===== config.mk =====
export PLATFORM = sky130hd
export DESIGN_NAME = rv32i_encoder
export DESIGN_NICKNAME = d
export VERILOG_FILES = /design/src/rtl/rv32i_encoder.sv
export SDC_FILE = /design/constraint.sdc
export NUM_CORES = 1
export LEC_CHECK = 0
export BUFFER_PORTS_ARGS = -buffer_cell sky130_fd_sc_hd__buf_2
export CAP_MARGIN = 20
export CORE_MARGIN = 1
export CORE_UTILIZATION = 58
export DETAILED_ROUTE_END_ITERATION = 10
export PLACE_DENSITY_LB_ADDON = 0.2
export REMOVE_ABC_BUFFERS = 1
export SETUP_SLACK_MARGIN = 0.1
export SLEW_MARGIN = 20
export SYNTH_ARGS = -nofsm -noshare
export SYNTH_HDL_FRONTEND = slang
export SYNTH_SLANG_ARGS = --single-unit

===== constraint.sdc =====
create_clock -name i_clk -period 3.89 [get_ports i_clk]
set_input_delay 0.778 -clock i_clk [delete_from_list [all_inputs] [get_ports i_clk]]
set_output_delay 0.778 -clock i_clk [all_outputs]
set_load 0.01 [all_outputs]

===== src/rtl/rv32i_encoder.sv =====
// rv32i_encoder: packs decoded RV32I instruction fields into a 32-bit word.
// The encoder range-checks the fields, so an illegal entry becomes {inst=0, err=1}.
// Results queue in a 2-entry FIFO that has its own valid/ready handshake, and two
// counters track how many legal and illegal instructions were accepted.
module rv32i_encoder #(
  parameter int CNT_W = 16
) (
  input  logic             i_clk,
  input  logic             i_rst,
  input  logic             i_valid,
  output logic             o_ready,
  input  logic [2:0]       i_format,
  input  logic [6:0]       i_opcode,
  input  logic [4:0]       i_rd,
  input  logic [4:0]       i_rs1,
  input  logic [4:0]       i_rs2,
  input  logic [2:0]       i_funct3,
  input  logic [6:0]       i_funct7,
  input  logic [31:0]      i_imm,
  output logic             o_valid,
  input  logic             i_ready,
  output logic [31:0]      o_inst,
  output logic             o_err,
  output logic [CNT_W-1:0] o_cnt_ok,
  output logic [CNT_W-1:0] o_cnt_err
);

  localparam logic [2:0] FMT_R = 3'd0;
  localparam logic [2:0] FMT_I = 3'd1;
  localparam logic [2:0] FMT_S = 3'd2;
  localparam logic [2:0] FMT_B = 3'd3;
  localparam logic [2:0] FMT_U = 3'd4;
  localparam logic [2:0] FMT_J = 3'd5;

  logic [31:0]      enc_inst;
  logic             fmt_ok;
  logic             imm_ok;
  logic             new_err;
  logic [31:0]      new_inst;

  // The head slot always holds the oldest entry. The tail slot is used only
  // while count == 2.
  logic [1:0]       count;
  logic [31:0]      head_inst;
  logic             head_err;
  logic [31:0]      tail_inst;
  logic             tail_err;
  logic [CNT_W-1:0] cnt_ok;
  logic [CNT_W-1:0] cnt_err;

  logic             push;
  logic             pop;

  // Pack the fields for the selected format and check the immediate range.
  always_comb begin
    // NOTE: every always_comb output gets a default first so no path can
    // leave it unassigned and infer a latch.
    enc_inst = 32'h0;
    fmt_ok   = 1'b1;
    imm_ok   = 1'b1;
    case (i_format)
      FMT_R: begin
        enc_inst = {i_funct7, i_rs2, i_rs1, i_funct3, i_rd, i_opcode};
      end
      FMT_I: begin
        enc_inst = {i_imm[11:0], i_rs1, i_funct3, i_rd, i_opcode};
        imm_ok   = (i_imm[31:11] == {21{i_imm[11]}});
      end
      FMT_S: begin
        enc_inst = {i_imm[11:5], i_rs2, i_rs1, i_funct3, i_imm[4:0], i_opcode};
        imm_ok   = (i_imm[31:11] == {21{i_imm[11]}});
      end
      FMT_B: begin
        enc_inst = {i_imm[12], i_imm[10:5], i_rs2, i_rs1, i_funct3,
                    i_imm[4:1], i_imm[11], i_opcode};
        imm_ok   = (i_imm[31:12] == {20{i_imm[12]}}) && !i_imm[0];
      end
      FMT_U: begin
        enc_inst = {i_imm[31:12], i_rd, i_opcode};
        imm_ok   = (i_imm[11:0] == 12'h0);
      end
      FMT_J: begin
        enc_inst = {i_imm[20], i_imm[10:1], i_imm[11], i_imm[19:12], i_rd, i_opcode};
        imm_ok   = (i_imm[31:20] == {12{i_imm[20]}}) && !i_imm[0];
      end
      default: begin
        fmt_ok = 1'b0;
      end
    endcase
    new_err  = (i_opcode[1:0] != 2'b11) || !fmt_ok || !imm_ok;
    new_inst = new_err ? 32'h0 : enc_inst;
  end

  // The handshake depends only on registered state and reset. A full FIFO
  // therefore never accepts in the same cycle that it pops.
  assign o_ready = !i_rst && (count < 2'd2);
  assign o_valid = (count != 2'd0);
  assign push    = i_valid && o_ready;
  assign pop     = o_valid && i_ready;

  // FIFO slots, occupancy and the accepted/error counters.
  always_ff @(posedge i_clk) begin
    // NOTE: sequential state uses non-blocking assignments. All registers
    // then sample pre-edge values, and the slot-shift order does not matter.
    if (i_rst) begin
      count     <= 2'd0;
      head_inst <= 32'h0;
      head_err  <= 1'b0;
      tail_inst <= 32'h0;
      tail_err  <= 1'b0;
      cnt_ok    <= '0;
      cnt_err   <= '0;
    end else begin
      case ({push, pop})
        2'b10: begin
          if (count == 2'd0) begin
            head_inst <= new_inst;
            head_err  <= new_err;
          end else begin
            tail_inst <= new_inst;
            tail_err  <= new_err;
          end
          count <= count + 2'd1;
        end
        2'b01: begin
          head_inst <= tail_inst;
          head_err  <= tail_err;
          count     <= count - 2'd1;
        end
        2'b11: begin
          // A push needs count < 2 and a pop needs count > 0, so count is 1
          // here. The new entry replaces the departing head.
          head_inst <= new_inst;
          head_err  <= new_err;
        end
        default: ;
      endcase
      if (push) begin
        if (new_err) cnt_err <= cnt_err + CNT_W'(1);
        else         cnt_ok  <= cnt_ok + CNT_W'(1);
      end
    end
  end

  assign o_inst    = o_valid ? head_inst : 32'h0;
  assign o_err     = o_valid && head_err;
  assign o_cnt_ok  = cnt_ok;
  assign o_cnt_err = cnt_err;

endmodule


==> qor.yml <==
status:
  status: "complete, but fails checks"
  violations: "DRC"
sta:
  slew_viol_final: 0
  finalCritPeriodShare_pct: 81.9
  skew_ps: 9.36
  tns_ps: 0
  hold_violations: 0
  finalSetupViolations: 0
  fmax_mhz: 314
  max-slew-margin-rel_pct: 31.9
  min_period_ps: 3180
  rsz0062_at_grt: "false"
  worst_pin_slew_ps: 1020
yosys:
  syn_inst: 696
  ys.warnings.count: 0
  synth_ff_type: "dfxtp_1"
  synth.distinct_cells: 58
  yosysTopAreaCell: "dfxtp_1"
  synth_area_sq_um: 5340
  synth-seq-area-share_pct: 37.5
  synth.avg_cell_area_sq_um: 7.68
  synthTopCellsByArea: "dfxtp_1 (37%), nor2_1 (7.2%), a21oi_1 (5.2%)"
  synth_seq_cells: 100
  async_reset_ff_share_pct: 0
  yosysTopAreaCellShare_pct: 37.5
  synth_edf_count: 0
global_route:
  grt_pass1_vias: 5109
  antenna_found_initial: 0
  grt_overflow: 0
  grt_usage_pct: 30.3
  grt_pass1_wl_microns: 24000
  grt_max_degree: 101
clock_network:
  cts_htree_levels: 3
  clk_pin_slew_ps: 100
  cts-buffers-inserted: 9
  hold_buffers: 0
  cts_root_buf: "clkbuf_8"
  cts_setup_buffers: 0
  cts_max_path_buffers: 2
  cts_tree: "built"
  cts.sinks: 100
  insertion_delay_ps: 350
  post_cts_resized: 0
critical_path:
  critPathRequiredTime_ps: 4170
  setup.worst_path.end_class: "register"
  crit_fanout: 24
  crit_path_start_kind: "input port"
  critPathKind: "in -> reg"
  r2r_cells: 8
  crit_arrival_ps: 3470
floorplanning:
  die_y_microns: 98.0
  fp.dieW_microns: 98.0
  start_util_pct: 60.7
  pin_count: 138
  coreArea_sq_um: 8810
  dieArea_sq_um: 9600
  fp-row-count: 34
detailed_routing:
  via_count: 5560
  wl_per_cell_microns: 16.1
  viasPerCell: 6.10
  postRouteAntennaNets: 0
  drc_errors: 7
  drt_iter0_drc: 361
  routed_wl_microns: 14700
  drtPass1Iterations: 8
layout:
  layout_common_cells: "buf_2 (136), nor2_1 (102), dfxtp_1 (100)"
  n_fill_cell: 734
  finalNonFillerCells: 911
  multi_input_area_sq_um: 3060
  nets: 874
  final_common_cell: "buf_2"
  drive_above_1_share_pct: 21.9
  n_antenna_cell: 0
  regArea_sq_um: 2000
  syn_to_final_growth_pct: 16.5
pwr:
  switchingPower_uw: 1030
  power_frac_seq_pct: 42.9
  pwr_density_cell_nw_per_um2: 454
  p_leak_uw: 0.00256
  finalPower_uw: 2820
  vdd_drop_max_mv: 0.291
  pwr-share-clk_pct: 24.3
  p_int_uw: 1790
  p_comb_share_pct: 32.8
  switching_share_pct: 36.5
placed_design:
  place_inst: 896
  place.gp.congestion: 0.931
  dpl.hpwl_microns: 9960
  port_buffers: 137
job:
  cap_violations: 0
min_path:
  hold_class: "reg -> reg"
  whs_path_depth: 2
## final cells by class
cell class	instances	share of cell area, %
Clock buffer	10	2.21
Sequential cell	100	32.2
Multi-Input combinational cell	525	49.2
Tap cell	108	2.17
Timing Repair Buffer	148	12.4
Clock inverter	5	0.965
Inverter	15	0.905
## metal layers
metal	share of wire (%)	global-route usage [%]	up-vias
met4	0.96	7.69	0
li1	-	-	2707
met5	0	0	-
met3	7.5	4.65	16
met2	49	50.9	231
met1	43	40.6	2606
## synth_stat cells, types with 2 or more instances
library cell,count
nor2b_1,23
and4_1,3
o21ai_0,16
nand3b_1,4
xnor2_1,8
a221oi_1,28
nor4_1,11
clkbuf_1,44
nor2_1,103
a211oi_1,3
nand2b_1,3
o22ai_1,7
o31ai_1,4
nor3_1,35
and3_1,7
nor4b_1,2
o211ai_1,3
or4_1,6
and2_1,34
nand2_1,46
nand3_1,24
a21boi_0,2
buf_4,3
a211o_1,2
ha_1,4
mux2i_1,5
buf_2,8
inv_1,14
dfxtp_1,100
xor2_1,5
a22oi_1,34
a21oi_1,56
nand4_1,10
o21ai_1,2
or3_1,14
## final timing paths
| check | to | slack (ps) | from |
|---|---|---|---|
| worst max register to register | count[1]$_SDFFE_PP0P_ | 1080 | count[0]$_SDFFE_PP0P_ |
| worst min register to register | tail_inst[21]$_SDFFE_PP0P_ | 460 | tail_inst[21]$_SDFFE_PP0P_ |
| worst min-delay path | tail_inst[21]$_SDFFE_PP0P_ | 460 | tail_inst[21]$_SDFFE_PP0P_ |
| worst max-delay path | o_cnt_ok[11]$_SDFFE_PP0P_ | 710 | i_format[0] |
## power by group through the flow
stage               clock [uW]  combinational [uW]  sequential (uW)
CTS                        691                 927             1210
global placement             0                 899             1230
finish                     687                 927             1210
floorplan                    0                 597             1220
detailed placement           0                 921             1230
global route               729                1040             1230
## sequential cells by signal, summed over array words and instances (netlist names)
name and cells:
o_cnt_err 16, count 2, head_err 1, tail_err 1, head_inst 32, tail_inst 32
o_cnt_ok 16
## critical path: stages
cell and delay, ps:
buf_2 340, xnor2_1 100, or4_1 470, o32ai_4 730
o2111ai_2 380, or4_1 500, a21oi_1 160
## cells by family (layout without fill, tap and decap cells)
group,count (synthesis),in the layout,synth area share [%]
adder cells (fa/ha/maj),4,4,0.937
XOR/XNOR,13,13,2.13
multiplexers,6,6,1.15
flip-flops,100,100,37.5
AO/OA/AOI/OAI,173,173,22.2
buffers and inverters,71,178,5.39
AND/OR/NAND/NOR,329,329,30.7
## metrics by stage
| step | instance area [sq um] | setup WS, ps | utilization, % | hold WS, ps |
|---|---|---|---|---|
| 5_1_grt | 6220 | 539 | 70.7 | 473 |
| 4_1_cts | 6220 | 779 | 70.7 | 459 |
| 2_1_floorplan | 5110 | 342 | - | 426 |
| 3_3_place_gp | 6030 | 493 | 68.4 | 437 |
| 6_report | 6220 | 706 | 70.7 | 461 |
| 3_5_place_dp | 6030 | 408 | 68.4 | 448 |
Note: power is estimated with default switching activity, not from simulation.
